### src/rtl/mem_arbiter_if.sv
// Bus bundle between the memory arbiter, its two requesters and the unified memory.
// slave = arbiter view, master = requester/memory environment view.
interface mem_arbiter_if #(
  parameter int AW = 32,
  parameter int DW = 32
);
  logic          cpu_req;
  logic          cpu_we;
  logic [AW-1:0] cpu_addr;
  logic [DW-1:0] cpu_wdata;
  logic [DW-1:0] cpu_rdata;
  logic          cpu_ack;
  logic          cpu_stall;

  logic          ext_req;
  logic          ext_we;
  logic [AW-1:0] ext_addr;
  logic [DW-1:0] ext_wdata;
  logic [DW-1:0] ext_rdata;
  logic          ext_ack;

  logic          mem_en;
  logic          mem_we;
  logic [AW-1:0] mem_addr;
  logic [DW-1:0] mem_wdata;
  logic [DW-1:0] mem_rdata;

  logic          busy;
  logic          grant_id;

  modport slave (
    input  cpu_req, cpu_we, cpu_addr, cpu_wdata,
    output cpu_rdata, cpu_ack, cpu_stall,
    input  ext_req, ext_we, ext_addr, ext_wdata,
    output ext_rdata, ext_ack,
    output mem_en, mem_we, mem_addr, mem_wdata,
    input  mem_rdata,
    output busy, grant_id
  );

  modport master (
    output cpu_req, cpu_we, cpu_addr, cpu_wdata,
    input  cpu_rdata, cpu_ack, cpu_stall,
    output ext_req, ext_we, ext_addr, ext_wdata,
    input  ext_rdata, ext_ack,
    input  mem_en, mem_we, mem_addr, mem_wdata,
    output mem_rdata,
    input  busy, grant_id
  );
endinterface

### src/rtl/mem_arbiter.sv
// Two-port (CPU / external loader) arbiter for the unified MIPS memory with fixed read latency.
// Define MEM_ARB_RR_EN for round-robin arbitration; default is fixed ext-over-CPU priority.
module mem_arbiter #(
  parameter int AW      = 32,
  parameter int DW      = 32,
  parameter int MEM_LAT = 1
) (
  input  logic         clk,
  input  logic         rst,
  mem_arbiter_if.slave bus
);
  localparam int CW = (MEM_LAT > 1) ? $clog2(MEM_LAT) : 1;

  typedef enum logic [1:0] {IDLE, ISSUE, WAIT, RESP} state_t;

  state_t        state_q, state_d;
  logic [CW-1:0] cnt_q, cnt_d;
  logic          we_q, we_d;
  logic          gid_q, gid_d;
  logic [AW-1:0] addr_q, addr_d;
  logic [DW-1:0] wdata_q, wdata_d;
  logic [DW-1:0] cpu_rdata_q, cpu_rdata_d;
  logic [DW-1:0] ext_rdata_q, ext_rdata_d;
  logic          pick_ext;
  logic          cpu_ack;

`ifdef MEM_ARB_RR_EN
  logic last_q, last_d;
  // On a tie the port that did not win last time gets the memory.
  assign pick_ext = bus.ext_req & (~bus.cpu_req | ~last_q);
`else
  assign pick_ext = bus.ext_req;
`endif

  always_ff @(posedge clk or negedge rst) begin
    if (!rst) begin
      state_q     <= IDLE;
      cnt_q       <= '0;
      we_q        <= 1'b0;
      gid_q       <= 1'b0;
      addr_q      <= '0;
      wdata_q     <= '0;
      cpu_rdata_q <= '0;
      ext_rdata_q <= '0;
`ifdef MEM_ARB_RR_EN
      last_q      <= 1'b1;
`endif
    end else begin
      state_q     <= state_d;
      cnt_q       <= cnt_d;
      we_q        <= we_d;
      gid_q       <= gid_d;
      addr_q      <= addr_d;
      wdata_q     <= wdata_d;
      cpu_rdata_q <= cpu_rdata_d;
      ext_rdata_q <= ext_rdata_d;
`ifdef MEM_ARB_RR_EN
      last_q      <= last_d;
`endif
    end
  end

  always_comb begin
    state_d     = state_q;
    cnt_d       = cnt_q;
    we_d        = we_q;
    gid_d       = gid_q;
    addr_d      = addr_q;
    wdata_d     = wdata_q;
    cpu_rdata_d = cpu_rdata_q;
    ext_rdata_d = ext_rdata_q;
`ifdef MEM_ARB_RR_EN
    last_d      = last_q;
`endif
    case (state_q)
      IDLE: begin
        if (bus.cpu_req | bus.ext_req) begin
          gid_d   = pick_ext;
          we_d    = pick_ext ? bus.ext_we    : bus.cpu_we;
          addr_d  = pick_ext ? bus.ext_addr  : bus.cpu_addr;
          wdata_d = pick_ext ? bus.ext_wdata : bus.cpu_wdata;
`ifdef MEM_ARB_RR_EN
          last_d  = pick_ext;
`endif
          state_d = ISSUE;
        end
      end
      ISSUE: begin
        cnt_d   = CW'(MEM_LAT - 1);
        state_d = WAIT;
      end
      WAIT: begin
        if (cnt_q == '0) begin
          if (!we_q) begin
            if (gid_q) ext_rdata_d = bus.mem_rdata;
            else       cpu_rdata_d = bus.mem_rdata;
          end
          state_d = RESP;
        end else begin
          cnt_d = cnt_q - 1'b1;
        end
      end
      RESP: state_d = IDLE;
      default: state_d = IDLE;
    endcase
  end

  // Address/data stay parked on the latched request; mem_en alone qualifies them.
  assign cpu_ack        = (state_q == RESP) & ~gid_q;
  assign bus.cpu_ack    = cpu_ack;
  assign bus.ext_ack    = (state_q == RESP) & gid_q;
  assign bus.cpu_stall  = bus.cpu_req & ~cpu_ack;
  assign bus.cpu_rdata  = cpu_rdata_q;
  assign bus.ext_rdata  = ext_rdata_q;
  assign bus.mem_en     = (state_q == ISSUE);
  assign bus.mem_we     = we_q;
  assign bus.mem_addr   = addr_q;
  assign bus.mem_wdata  = wdata_q;
  assign bus.busy       = (state_q != IDLE);
  assign bus.grant_id   = gid_q;
endmodule

### src/flat_wrapper.sv
// flat-port wrapper written by rule: the top's interface ports become plain ports
module mem_arbiter_flat 
#(
  parameter int AW      = 32,
  parameter int DW      = 32,
  parameter int MEM_LAT = 1
)
  (clk, rst, bus_cpu_req, bus_cpu_we, bus_cpu_addr, bus_cpu_wdata, bus_cpu_rdata, bus_cpu_ack, bus_cpu_stall, bus_ext_req, bus_ext_we, bus_ext_addr, bus_ext_wdata, bus_ext_rdata, bus_ext_ack, bus_mem_en, bus_mem_we, bus_mem_addr, bus_mem_wdata, bus_mem_rdata, bus_busy, bus_grant_id);
  mem_arbiter_if #(.AW(AW), .DW(DW)) bus_i ();
  input  logic clk;
  input  logic rst;
  input wire logic [$bits(bus_i.cpu_req)-1:0] bus_cpu_req;
  input wire logic [$bits(bus_i.cpu_we)-1:0] bus_cpu_we;
  input wire logic [$bits(bus_i.cpu_addr)-1:0] bus_cpu_addr;
  input wire logic [$bits(bus_i.cpu_wdata)-1:0] bus_cpu_wdata;
  output wire logic [$bits(bus_i.cpu_rdata)-1:0] bus_cpu_rdata;
  output wire logic [$bits(bus_i.cpu_ack)-1:0] bus_cpu_ack;
  output wire logic [$bits(bus_i.cpu_stall)-1:0] bus_cpu_stall;
  input wire logic [$bits(bus_i.ext_req)-1:0] bus_ext_req;
  input wire logic [$bits(bus_i.ext_we)-1:0] bus_ext_we;
  input wire logic [$bits(bus_i.ext_addr)-1:0] bus_ext_addr;
  input wire logic [$bits(bus_i.ext_wdata)-1:0] bus_ext_wdata;
  output wire logic [$bits(bus_i.ext_rdata)-1:0] bus_ext_rdata;
  output wire logic [$bits(bus_i.ext_ack)-1:0] bus_ext_ack;
  output wire logic [$bits(bus_i.mem_en)-1:0] bus_mem_en;
  output wire logic [$bits(bus_i.mem_we)-1:0] bus_mem_we;
  output wire logic [$bits(bus_i.mem_addr)-1:0] bus_mem_addr;
  output wire logic [$bits(bus_i.mem_wdata)-1:0] bus_mem_wdata;
  input wire logic [$bits(bus_i.mem_rdata)-1:0] bus_mem_rdata;
  output wire logic [$bits(bus_i.busy)-1:0] bus_busy;
  output wire logic [$bits(bus_i.grant_id)-1:0] bus_grant_id;
  assign bus_i.cpu_req = bus_cpu_req;
  assign bus_i.cpu_we = bus_cpu_we;
  assign bus_i.cpu_addr = bus_cpu_addr;
  assign bus_i.cpu_wdata = bus_cpu_wdata;
  assign bus_cpu_rdata = bus_i.cpu_rdata;
  assign bus_cpu_ack = bus_i.cpu_ack;
  assign bus_cpu_stall = bus_i.cpu_stall;
  assign bus_i.ext_req = bus_ext_req;
  assign bus_i.ext_we = bus_ext_we;
  assign bus_i.ext_addr = bus_ext_addr;
  assign bus_i.ext_wdata = bus_ext_wdata;
  assign bus_ext_rdata = bus_i.ext_rdata;
  assign bus_ext_ack = bus_i.ext_ack;
  assign bus_mem_en = bus_i.mem_en;
  assign bus_mem_we = bus_i.mem_we;
  assign bus_mem_addr = bus_i.mem_addr;
  assign bus_mem_wdata = bus_i.mem_wdata;
  assign bus_i.mem_rdata = bus_mem_rdata;
  assign bus_busy = bus_i.busy;
  assign bus_grant_id = bus_i.grant_id;
  mem_arbiter #(.AW(AW), .DW(DW), .MEM_LAT(MEM_LAT)) u_core (.clk(clk), .rst(rst), .bus(bus_i));
endmodule
### config.mk
export PLATFORM = sky130hd
export DESIGN_NAME = mem_arbiter_flat
export DESIGN_NICKNAME = d
export VERILOG_FILES = /design/src/rtl/mem_arbiter_if.sv /design/src/rtl/mem_arbiter.sv /design/src/flat_wrapper.sv
export SDC_FILE = /design/constraint.sdc
export NUM_CORES = 1
export LEC_CHECK = 0
export ABC_AREA = 1
export CAP_MARGIN = 20
export CORE_MARGIN = 2
export CORE_UTILIZATION = 41
export DETAILED_ROUTE_END_ITERATION = 7
export GPL_TIMING_DRIVEN = 1
export PLACE_DENSITY = 0.79
export SKIP_CTS_REPAIR_TIMING = 1
export SYNTH_ARGS = -nofsm -noshare
export SYNTH_HDL_FRONTEND = slang
export SYNTH_SLANG_ARGS = --single-unit
### constraint.sdc
create_clock -name clk -period 1.6 [get_ports clk]
set_input_delay 0.32 -clock clk [delete_from_list [all_inputs] [get_ports clk]]
set_output_delay 0.32 -clock clk [all_outputs]
set_load 0.005 [all_outputs]
Yosys cells after proc, flatten, opt, wreduce, memory -nomap -nowiden:

Index checks and enable logic that the tools add are counted.

* output and inout port bits: 135
* word-level logic and storage cells: 37
* register bits: 133

* bitwise gates (word level): 8
* equality and inequality tests: 5
* add/subtract/negate cells: 1
* reduce and logical (&&, ||, !) cells: 7
* mux-type cells: 8

Operators by type and width (count)
* 32-bit 2-to-1 mux: 2
* 2-bit case mux with 4 select lines: 1
* 4-bit AND reduction: 2
* 2-bit equality test, second input constant: 2
* 2-bit 2-to-1 mux: 2
* 1-bit inverter: 4
* 2-bit AND reduction: 2
* 2-bit nonzero test: 2
* 1-bit bitwise AND: 3
* 2-bit by 1-bit equality test with 1-bit output, second input constant: 1
* 2-bit logical NOT: 1
* 1-bit 2-to-1 mux: 2
* 2-bit by 1-bit != test with 1-bit output, second input constant: 1
* 2-bit != test, second input constant: 1
* 1-bit case mux with 2 select lines: 1
* 1-bit bitwise OR: 1
* 1-bit subtractor, second input constant: 1

Depth between registers and ports, before layout:

* word-level depth: 4
* gate-level depth with buffers: 8

Least setup slack after synthesis:

OpenSTA, ideal clock, no wires.

* path kind: reg-to-reg
* start point: register u_core.state_q[0]
* end point: register u_core.wdata_q[10] (netlist: u_core.bus.mem_wdata[10])
* cell stages (with the launch flop): 8
* clock period less this slack: 1.361 ns
* arrival time: 1.244 ns
* setup time: 0.116 ns
* setup slack: 0.239 ns
* path through: dfrtp_1 > inv_1 > ha_1 > o21ai_2 > buf_4 > clkbuf_4 > nand2_1 > nand2_1

* longest elaborated chain between the ends: 2

Ends and longest elaborated chain
* from (decl): line mem_arbiter.sv:16 `state_t state_q, state_d;`
* from (signal assigned): line mem_arbiter.sv:49 `state_q <= state_d;`
* 2-bit logical NOT: line mem_arbiter.sv:75 `case (state_q)`
* 2-bit AND reduction (no source line)
* to (signal assigned): line mem_arbiter.sv:54 `wdata_q <= wdata_d;`
* to (decl): line mem_arbiter.sv:21 `logic [DW-1:0] wdata_q, wdata_d;`

No other way between the ends.
A chain may end at the register's enable or synchronous reset.

Worst setup path after layout:

* start point: register u_core.state_q[1]
* end point: output bus_cpu_ack

* longest elaborated chain between the ends: 2

Ends and longest elaborated chain
* 2-bit equality test: line mem_arbiter.sv:109 `assign cpu_ack = (state_q == RESP) & ~gid_q;`
* 1-bit bitwise AND: line mem_arbiter.sv:109
* to (decl): line flat_wrapper.sv:17 `output wire logic [$bits(bus_i.cpu_ack)-1:0] bus_cpu_ack;`

No other way between the ends.

==> impl_metrics.ini <==
[clocking]
clk_latency_ps = 420
cts_tree = done
clk_pin_slew_worst_paths_ps = 50
cts-root-buf = clkbuf_16
numCtsBuffers = 17
cts_buffer_depth = 2
clock_sinks = 132
cts_max_level = 4

[finish]
stdcell_area_sq_um = 10600
syn_to_final_growth_pct = 74.2
antennaDiodeCount = 0
layout_commonest_cell = nand2_1
nNetsFinal = 1298
mostFrequentLayoutCells = nand2_1, clkdlybuf4s50_1, dfrtp_1, dlymetal6s2s_1, buf_4
drive_gt1_share_pct = 10.3
final_util_pct = 73.1

[detailed_routing]
routed_wl_um = 20400
viasPerCell = 4.85
vias = 6428
wl_per_cell_um = 15.4
drc = 0
final_antenna_net_count = 0
drt_iter0_drc = 512
drt-pass1-iter-count = 5

[worst_setup_path]
worst-path-max-fanout = 3
worstSetupEndpointType = primary output
critical_path_class = flip-flop to primary output
required_ps = 1280
start_kind = flip-flop
rrSetupSlack_ps = 50
critPathMaxStageDelay_ps = 400
crit_chain = ha_2 > inv_2 > nor2_2 > buf_4 > buf_4
crit_path_frequent_cell = buf_4
cp.arrival_ps = 1360
slowest_stage = dfrtp_1
path_delay_family = flip-flops
path_buf_inv = 3

[sta]
drv_slew = 0
finalCriticalPeriod_ps = 1680
worst_pin_slew_ps = 328
fin_skew_ps = 7.62
final_hold_viol_count = 0
fin_crit_sh_pct = 105
finalSetupViolations = 2
rsz0062_at_grt = true
worst_slack_ps = -82.0
relSlewSlack_pct = 78.2
max_freq_mhz = 595

[synthesis]
ys_seq_area_share_pct = 54.2
avgSynthCellArea_sq_um = 7.64
synth.distinct_cells = 18
ys_ff_latch = 132
syn_nets = 968
synth_cells = 798
yosysWarningCount = 0
syn-cell-area_sq_um = 6100

[placement]
gp_congestion = 0.805
dp.final_hpwl_um = 13500
port_buffers = 300
place_area_sq_um = 9410

[power]
pwr_density_cell_nw_per_um2 = 1760
ir_worst_vdd_mv = 0.823
leakagePower_uw = 0.00674

[global_routing]
grt_max_degree = 65
antenna_found_initial = 0
grt_use_total_pct = 24.3
grt_pass1_vias = 5983
grt_pass1_wl_um = 30700
grt-ovfl-total = 0

[floorplan]
core_area_sq_um = 14500
start_util_pct = 41.9
dieArea_sq_um = 15900
die-height_um = 126
ios = 301
rows = 44
die_w_um = 126

[outcome]
violations = negative setup slack
status = finished, violations left

[worst_hold_path]
hold_class = input pin to flip-flop

[run]
drv_cap = 0
[report_power, final]
group / total [uW] / leakage (uW) / switching (uW) / internal (uW)
clock: 4180 / 0.000300 / 1520 / 2660
combinational: 8660 / 0.00481 / 4120 / 4530
sequential: 5870 / 0.00163 / 887 / 4980
[layout make-up]
class                   instances  area (sq um)
repair buffers                363          3920
fillers                      1062          3920
flip-flops and latches        132          3300
multi-input cells             606          2500
clock buffers                  18           439
well taps                     184           230
clock inverters                14           199
inverters                       8          30.0
[kinds of logic (layout without fill, tap and decap cells)]
| family | count (synthesis) | after routing | synth area share (%) |
|---|---|---|---|
| AOI/OAI and AO/OA | 1 | 1 | 0.144 |
| adders and majority gates | 4 | 4 | 0.821 |
| buffers and inverters | 60 | 403 | 5.56 |
| DFF | 132 | 132 | 54.2 |
| and+or+nand+nor | 601 | 601 | 39.3 |
[through the flow]
stage	instances	hold slack, ps	worst slack [ps]	setup TNS (ps)	total power [uW]
after floorplan	798	24.4	239	0	9220
after global placement	1264	226	-260	-326	14100
after detailed placement	1264	225	-240	-338	14300
after CTS	1296	-226	-530	-5540	18600
after global routing	1325	274	-157	-408	19900
final	1325	266	-82.0	-143	18700
[synthesized netlist by cell type]
| cell | count | share of area, % |
|---|---|---|
| dfrtp_1 | 132 | 54 |
| nand2_1 | 528 | 33 |
| o21ai_2 | 1 | 0.14 |
| buf_4 | 10 | 1.2 |
| clkbuf_4 | 1 | 0.12 |
| nand3_1 | 35 | 2.9 |
| or2_2 | 1 | 0.10 |
| buf_1 | 3 | 0.18 |
| buf_6 | 6 | 1.1 |
| ha_1 | 4 | 0.82 |
| nor2_4 | 1 | 0.18 |
| buf_2 | 22 | 1.8 |
| nand4_1 | 32 | 3.3 |
| nor2_1 | 2 | 0.12 |
| clkbuf_1 | 10 | 0.62 |
| inv_2 | 3 | 0.18 |
| inv_1 | 5 | 0.31 |
| nor2_2 | 2 | 0.21 |
[worst min-delay path, cell delays in order]
cell,delay (ps)
buf_2,170
nand2_1,90
nand2_1,50
[flip-flops by register name, summed over array words and instances (netlist names)]
| register | count |
|---|---|
| u_core.bus.mem_wdata | 32 |
| u_core.bus.mem_we | 1 |
| u_core.bus.grant_id | 1 |
| u_core.state_q | 2 |
| u_core.bus.mem_addr | 32 |
| u_core.bus.ext_rdata | 32 |
| u_core.bus.cpu_rdata | 32 |
[final timing paths]
| kind | startpoint | endpoint | cells after the start |
|---|---|---|---|
| worst max-delay path | u_core.state_q[1] | bus_cpu_ack | 5 |
| worst min-delay path | bus_ext_req | u_core.bus.grant_id | 3 |
| worst max register to register | u_core.state_q[1] | u_core.bus.ext_rdata[18] | 7 |
| worst min register to register | u_core.bus.cpu_rdata[24] | u_core.bus.cpu_rdata[24] | 2 |
| max in group asynchronous | rst | u_core.bus.mem_we | 3 |
| min in group asynchronous | rst | u_core.bus.cpu_rdata[8] | 2 |
[routing by layer]
| layer | wire length (um) | vias up | part of all wire, % | track usage [%] |
|---|---|---|---|---|
| li1 | - | 3127 | - | - |
| met1 | 7960 | 2945 | 39 | 29.7 |
| met2 | 10100 | 322 | 50 | 40.8 |
| met3 | 1830 | 34 | 9.0 | 7.14 |
| met4 | 462 | 0 | 2.3 | 8.92 |
| met5 | 0 | - | 0 | 0 |
(Power assumes the default switching activity.)
